### src/rtl/pwm_ramp_sequencer.sv
// pwm_ramp_sequencer
// ------------------
// Slew-rate-limited duty-cycle sequencer. Keeps a target and a committed
// (current) duty per channel and, on each ramp tick, walks every channel's
// current duty toward its target by at most step_i. Each changed value is
// issued as a single-cycle load on the PWM core's value/load interface.
// The PWM channels are write-only, so current[] here is the authoritative copy.
//
// Ports:
//   clk_i        block clock
//   rst_i        synchronous active-high reset
//   tgt_wr_i     target write strobe (tgt_chan_i, tgt_value_i)
//   tgt_chan_i   target channel; indices >= C_NUM_PWM are ignored
//   tgt_value_i  new target value
//   step_i       maximum per-tick change (unsigned)
//   tick_i       starts a ramp pass when idle; sets overrun_o when busy
//   reload_i     forces the next pass to load every channel
//   ovr_clr_i    clears overrun_o
//   pwm_load_o   one-cycle load strobe to the PWM core
//   pwm_chan_o   channel index of the load
//   pwm_value_o  value of the load
//   busy_o       pass in progress
//   settled_o    all channels at target at the end of the last pass
//   overrun_o    sticky: a tick arrived while busy
module pwm_ramp_sequencer #(
   parameter int C_NUM_PWM   = 8,
   parameter int C_PWM_WIDTH = 24
) (
   input  logic                   clk_i,
   input  logic                   rst_i,
   input  logic                   tgt_wr_i,
   input  logic [5:0]             tgt_chan_i,
   input  logic [C_PWM_WIDTH-1:0] tgt_value_i,
   input  logic [C_PWM_WIDTH-1:0] step_i,
   input  logic                   tick_i,
   input  logic                   reload_i,
   input  logic                   ovr_clr_i,
   output logic                   pwm_load_o,
   output logic [5:0]             pwm_chan_o,
   output logic [C_PWM_WIDTH-1:0] pwm_value_o,
   output logic                   busy_o,
   output logic                   settled_o,
   output logic                   overrun_o
);

   localparam int IDX_W = (C_NUM_PWM > 1) ? $clog2(C_NUM_PWM) : 1;
   localparam logic [IDX_W-1:0] LAST_IDX = IDX_W'(C_NUM_PWM - 1);

   typedef enum logic {
      S_IDLE,
      S_SCAN
   } state_t;

   state_t                   state_q, state_d;
   logic [IDX_W-1:0]         idx_q, idx_d;
   logic                     force_q, force_d;
   logic                     reload_pend_q, reload_pend_d;
   logic                     settled_acc_q, settled_acc_d;
   logic                     settled_q, settled_d;
   logic                     overrun_q, overrun_d;
   logic                     load_q, load_d;
   logic [5:0]               chan_q, chan_d;
   logic [C_PWM_WIDTH-1:0]   value_q, value_d;

   logic [C_PWM_WIDTH-1:0]   target_w  [C_NUM_PWM];
   logic [C_PWM_WIDTH-1:0]   current_w [C_NUM_PWM];

   // Evaluation datapath for the channel under scan.
   logic [C_PWM_WIDTH-1:0]   cur_sel;
   logic [C_PWM_WIDTH-1:0]   tgt_sel;
   logic [C_PWM_WIDTH-1:0]   diff;
   logic [C_PWM_WIDTH-1:0]   move;
   logic [C_PWM_WIDTH-1:0]   new_val;
   logic                     scanning;
   logic                     do_load;

   assign scanning = (state_q == S_SCAN);
   assign cur_sel  = current_w[idx_q];
   assign tgt_sel  = target_w[idx_q];

   // The move is clamped to the remaining distance, so the result lands
   // between current and target and can neither overshoot nor wrap.
   always_comb begin
      diff    = '0;
      move    = '0;
      new_val = cur_sel;
      if (tgt_sel >= cur_sel) begin
         diff    = tgt_sel - cur_sel;
         move    = (step_i < diff) ? step_i : diff;
         new_val = cur_sel + move;
      end else begin
         diff    = cur_sel - tgt_sel;
         move    = (step_i < diff) ? step_i : diff;
         new_val = cur_sel - move;
      end
   end

   assign do_load = scanning && ((new_val != cur_sel) || force_q);

   // Per-channel storage. Target writes land at the end of the cycle, so an
   // evaluation of the same channel in that cycle still sees the old target.
   for (genvar gi = 0; gi < C_NUM_PWM; gi++) begin : g_chan
      logic [C_PWM_WIDTH-1:0] target_q;
      logic [C_PWM_WIDTH-1:0] current_q;
      logic                   wr_hit;
      logic                   upd_hit;

      assign wr_hit  = tgt_wr_i && (tgt_chan_i == 6'(gi));
      assign upd_hit = do_load && (idx_q == IDX_W'(gi));

      always_ff @(posedge clk_i) begin
         if (rst_i) begin
            target_q  <= '0;
            current_q <= '0;
         end else begin
            if (wr_hit) begin
               target_q <= tgt_value_i;
            end
            if (upd_hit) begin
               current_q <= new_val;
            end
         end
      end

      assign target_w[gi]  = target_q;
      assign current_w[gi] = current_q;
   end

   always_comb begin
      logic acc_next;
      state_d       = state_q;
      idx_d         = idx_q;
      force_d       = force_q;
      reload_pend_d = reload_pend_q;
      settled_acc_d = settled_acc_q;
      settled_d     = settled_q;
      load_d        = 1'b0;
      chan_d        = chan_q;
      value_d       = value_q;
      overrun_d     = overrun_q;
      acc_next      = settled_acc_q & (new_val == tgt_sel);

      // Set has priority over clear when both arrive during a pass.
      if (tick_i && scanning) begin
         overrun_d = 1'b1;
      end else if (ovr_clr_i) begin
         overrun_d = 1'b0;
      end

      case (state_q)
         S_IDLE: begin
            if (tick_i) begin
               state_d       = S_SCAN;
               idx_d         = '0;
               force_d       = reload_pend_q;
               // A reload coinciding with the accepted tick applies to the
               // pass after this one.
               reload_pend_d = reload_i;
               settled_acc_d = 1'b1;
            end else if (reload_i) begin
               reload_pend_d = 1'b1;
            end
         end
         S_SCAN: begin
            if (reload_i) begin
               reload_pend_d = 1'b1;
            end
            if (do_load) begin
               load_d  = 1'b1;
               chan_d  = 6'(idx_q);
               value_d = new_val;
            end
            settled_acc_d = acc_next;
            if (idx_q == LAST_IDX) begin
               state_d   = S_IDLE;
               idx_d     = '0;
               settled_d = acc_next;
            end else begin
               idx_d = idx_q + 1'b1;
            end
         end
         default: begin
            state_d = S_IDLE;
         end
      endcase
   end

   always_ff @(posedge clk_i) begin
      if (rst_i) begin
         state_q       <= S_IDLE;
         idx_q         <= '0;
         force_q       <= 1'b0;
         reload_pend_q <= 1'b1;
         settled_acc_q <= 1'b1;
         settled_q     <= 1'b1;
         overrun_q     <= 1'b0;
         load_q        <= 1'b0;
         chan_q        <= '0;
         value_q       <= '0;
      end else begin
         state_q       <= state_d;
         idx_q         <= idx_d;
         force_q       <= force_d;
         reload_pend_q <= reload_pend_d;
         settled_acc_q <= settled_acc_d;
         settled_q     <= settled_d;
         overrun_q     <= overrun_d;
         load_q        <= load_d;
         chan_q        <= chan_d;
         value_q       <= value_d;
      end
   end

   assign pwm_load_o  = load_q;
   assign pwm_chan_o  = chan_q;
   assign pwm_value_o = value_q;
   assign busy_o      = scanning;
   assign settled_o   = settled_q;
   assign overrun_o   = overrun_q;

endmodule

### config.mk
export PLATFORM = sky130hd
export DESIGN_NAME = pwm_ramp_sequencer
export DESIGN_NICKNAME = d
export VERILOG_FILES = /design/src/rtl/pwm_ramp_sequencer.sv
export SDC_FILE = /design/constraint.sdc
export NUM_CORES = 1
export LEC_CHECK = 0
export ABC_CLOCK_PERIOD_IN_PS = 11100
export CORE_UTILIZATION = 30
export CTS_BUF_LIST = sky130_fd_sc_hd__clkbuf_4 sky130_fd_sc_hd__clkbuf_8
export DETAILED_ROUTE_END_ITERATION = 8
export GPL_ROUTABILITY_DRIVEN = 0
export SLEW_MARGIN = 20
export SYNTH_ARGS = -nofsm -noshare
export SYNTH_HDL_FRONTEND = slang
export SYNTH_SLANG_ARGS = --single-unit
### constraint.sdc
create_clock -name clk_i -period 11.1 [get_ports clk_i]
set_input_delay 2.22 -clock clk_i [delete_from_list [all_inputs] [get_ports clk_i]]
set_output_delay 2.22 -clock clk_i [all_outputs]
set_load 0.05 [all_outputs]
==> flow_metrics.env, run 1 <==
export IMPL_status="completed"
export IMPL_syn_to_final_growth_pct=18.5
export IMPL_cts_buffers=67
export IMPL_synth_area_um2=25300
export IMPL_clk_insertion_delay_late_ns=0.66
export IMPL_drcViolationCount=0
export IMPL_netlist_instances=2893
export IMPL_ys_seq_area_share_pct=33.3
export IMPL_cp_start_kind="register"
export IMPL_coreArea_um2=83600
export IMPL_io_buffers=90
export IMPL_cp_slowest_cell="mux4_2"
export IMPL_ys_ff_latch=421
export IMPL_clock_tree_root_cell="clkbuf_8"
export IMPL_timing_rr_end="g_chan[0].current_q[13]"
export IMPL_rows=106
export IMPL_yosysMostFrequentCell="nand2_1"
export IMPL_hold_depth=2
export IMPL_wirelength_um=79000
export IMPL_crit_arrival_ns=11.13
export IMPL_setup_violations_final=0
export IMPL_hold_violations=0
export IMPL_regToRegSetupSlack_ns=0.53
export IMPL_grt_pass1_vias=20600
export IMPL_maxSlewViolCount=0
export IMPL_grt_max_degree=96
export IMPL_ys_top_cells_by_count="665 x nand2_1, 421 x dfxtp_1, 280 x a21oi_1"
export IMPL_synth_area_per_cell_um2=8.74
export IMPL_ant_nets=0
export IMPL_finClkSkew_ns=0.0293
export IMPL_synthArstFlopShare_pct=0
export IMPL_yosys_cell_types_count=95
export IMPL_dieHeight_um=292
export IMPL_die_w_um=292
export IMPL_yosysTopAreaCell="dfxtp_1"
export IMPL_tightest_slew_ns=1.07
export IMPL_crit_start="idx_q[0]"
export IMPL_ios=94
export IMPL_drive_above_1_share_pct=17.3
export IMPL_hp_class="register to register"
export IMPL_start_util_pct=30.2
export IMPL_num_vias=21600
export IMPL_path_common_cell="buf_4"
export IMPL_end_kind="register"
export IMPL_crit_type="register to register"
export IMPL_cp_max_fo=30
export IMPL_synth_edff_count=0
export IMPL_wl_per_cell_um=18.9
export IMPL_gr_usage_all_layers_pct=18.0
export IMPL_cpPeakStageDelay_ns=0.58
export IMPL_dp_hpwl_um=55700
export IMPL_drt_iter0_markers=1461
export IMPL_synthTopCellsByArea="dfxtp_1 33%, nand2_1 9.9%, mux2i_1 8.8%"
export IMPL_vias_per_cell=5.18
export IMPL_first_pass_iters=7
export IMPL_hold_worst_slack_ns=0.453
export IMPL_crit_required_ns=11.66
export IMPL_clk_path_buf_depth=3
export IMPL_antenna_found_initial=3
export IMPL_post_route_period_util_pct=95.2
export IMPL_h_tree_depth=3
export IMPL_netlist_area_leader_share_pct=33.3
export IMPL_maxCapViolations=0
export IMPL_crit_end="g_chan[0].current_q[13]"
export IMPL_reg2reg_from="idx_q[0]"
export IMPL_dieArea_um2=85400
export IMPL_cts_sinks=421
export IMPL_grt_pass1_wl_um=121000
export IMPL_period_needed_ns=10.57
export IMPL_maxSlewHeadroom_pct=28.3
export IMPL_tritoncts="built"
export IMPL_synth_main_ff_cell="dfxtp_1"
export IMPL_path_clk_slew_ns=0.06
export IMPL_globalRouteOverflowTotal=0
export IMPL_fmax_mhz=94.6
export IMPL_layout_nets=3233
export IMPL_reg2reg_depth=41
export IMPL_yosys_warnings=0
[per-layer routing]
metal  up-vias  routed length [um]  global-route usage [%]
li1      10500                   -                       -
met1     10400               36900                    25.0
met2       594               35000                    27.9
met3       123                4510                    2.56
met4         0                2540                    7.02
met5         -                   0                       0
[cells in the final DEF (no fill, tap or decap), types with 8 or more instances in the layout]
| cell type | synthesis | final |
|---|---|---|
| clkbuf_4 | 0 | 20 |
| nand2b_1 | 15 | 15 |
| a31o_1 | 18 | 18 |
| nor4_1 | 9 | 9 |
| buf_12 | 0 | 17 |
| o211ai_1 | 28 | 28 |
| dfxtp_1 | 421 | 419 |
| o21a_1 | 16 | 16 |
| mux2i_1 | 221 | 215 |
| inv_1 | 76 | 75 |
| xor2_1 | 31 | 31 |
| mux4_2 | 96 | 96 |
| nand4_1 | 25 | 25 |
| o31ai_1 | 9 | 8 |
| nor3_1 | 70 | 68 |
| nand3_1 | 28 | 27 |
| o21ai_0 | 75 | 74 |
| xnor2_1 | 85 | 84 |
| or3_1 | 14 | 14 |
| nand2_1 | 665 | 664 |
| buf_4 | 12 | 190 |
| clkdlybuf4s50_1 | 0 | 89 |
| ha_1 | 130 | 128 |
| and2_1 | 8 | 8 |
| clkbuf_8 | 0 | 82 |
| a21o_1 | 44 | 44 |
| a31o_2 | 31 | 31 |
| a211oi_1 | 16 | 14 |
| a21oi_1 | 280 | 278 |
| nor2_1 | 84 | 78 |
[layout make-up]
| class | count | area (um2) |
|---|---|---|
| inverters | 79 | 303 |
| fillers | 8526 | 53600 |
| clock inverters | 11 | 164 |
| well taps | 1080 | 1350 |
| multi-input cells | 2171 | 15700 |
| flip-flops and latches | 421 | 8440 |
| diodes | 3 | 7.51 |
| repair buffers | 300 | 2730 |
| clock buffers | 102 | 1280 |
[worst min-delay path by stage]
stage | start | endpoint | slack (ns)
6_report | g_chan[4].target_q[3] | g_chan[4].target_q[3] | 0.45
5_1_grt | g_chan[7].target_q[0] | g_chan[7].target_q[0] | 0.46
4_1_cts | g_chan[2].target_q[13] | g_chan[2].target_q[13] | 0.45
3_5_place_dp | g_chan[2].target_q[13] | g_chan[2].target_q[13] | 0.44
3_3_place_gp | g_chan[2].target_q[22] | g_chan[2].target_q[22] | 0.44
2_1_floorplan | g_chan[3].current_q[0] | g_chan[3].current_q[0] | 0.43
[worst max-delay path, delay by kind of cell (launching register included)]
kind            cells  cell delay, ns
buf+inv            10            1.86
compound gates      9            2.09
mux                 3            1.04
fa+ha+maj           3            1.11
simple gates       13            3.34
flops               1            0.38
xor+xnor            3            0.62
[per-stage QoR]
stage	setup slack (ns)	instance area (um2)	instances	utilization, %	setup TNS [ns]
floorplan	0.0474	25300	2895	-	0
global placement	0.270	28200	4033	33.8	0
detailed placement	0.199	28200	4033	33.8	0
CTS	0.159	29700	4146	35.5	0
global route	-0.00215	29900	4167	35.8	-0.00215
finish	0.529	29900	4167	35.8	0
[flip-flops by register name (all words and copies together), names as in the netlist]
register          count
g_chan.current_q    192
g_chan.target_q     192
pwm_value_o          24
idx_q                 3
pwm_chan_o            3
busy_o                1
force_q               1
overrun_o             1
pwm_load_o            1
reload_pend_q         1
settled_acc_q         1
settled_o             1
[cell families after synthesis]
kind of cell	count (synthesis)	synth area share [%]
other	1	0.0148
AO/OA/AOI/OAI	614	15.7
AND/OR/NAND/NOR	981	17.1
buffers and inverters	303	5.31
XOR/XNOR	123	4.59
flip-flops	421	33.3
multiplexers	317	17.3
adder cells (fa/ha/maj)	133	6.67
[what timing repair did]
item | CTS | global route
setup buffers | 0 | 17
hold buffers | 0 | 0
resized for setup | 0 | 24
endpoints found under the setup margin | 0 | 221
Power of run 1 is left out: the tool's default activity adds up to more than one toggle a clock period on the data nets, which glitch-free logic cannot reach.
==> run 2: changes to the inputs <==
- CAP_MARGIN: not set -> 20
==> results of run 2 <==
Final layout, timing and power as in run 1 (identical DEF).
Power of run 2 is left out for the same reason.
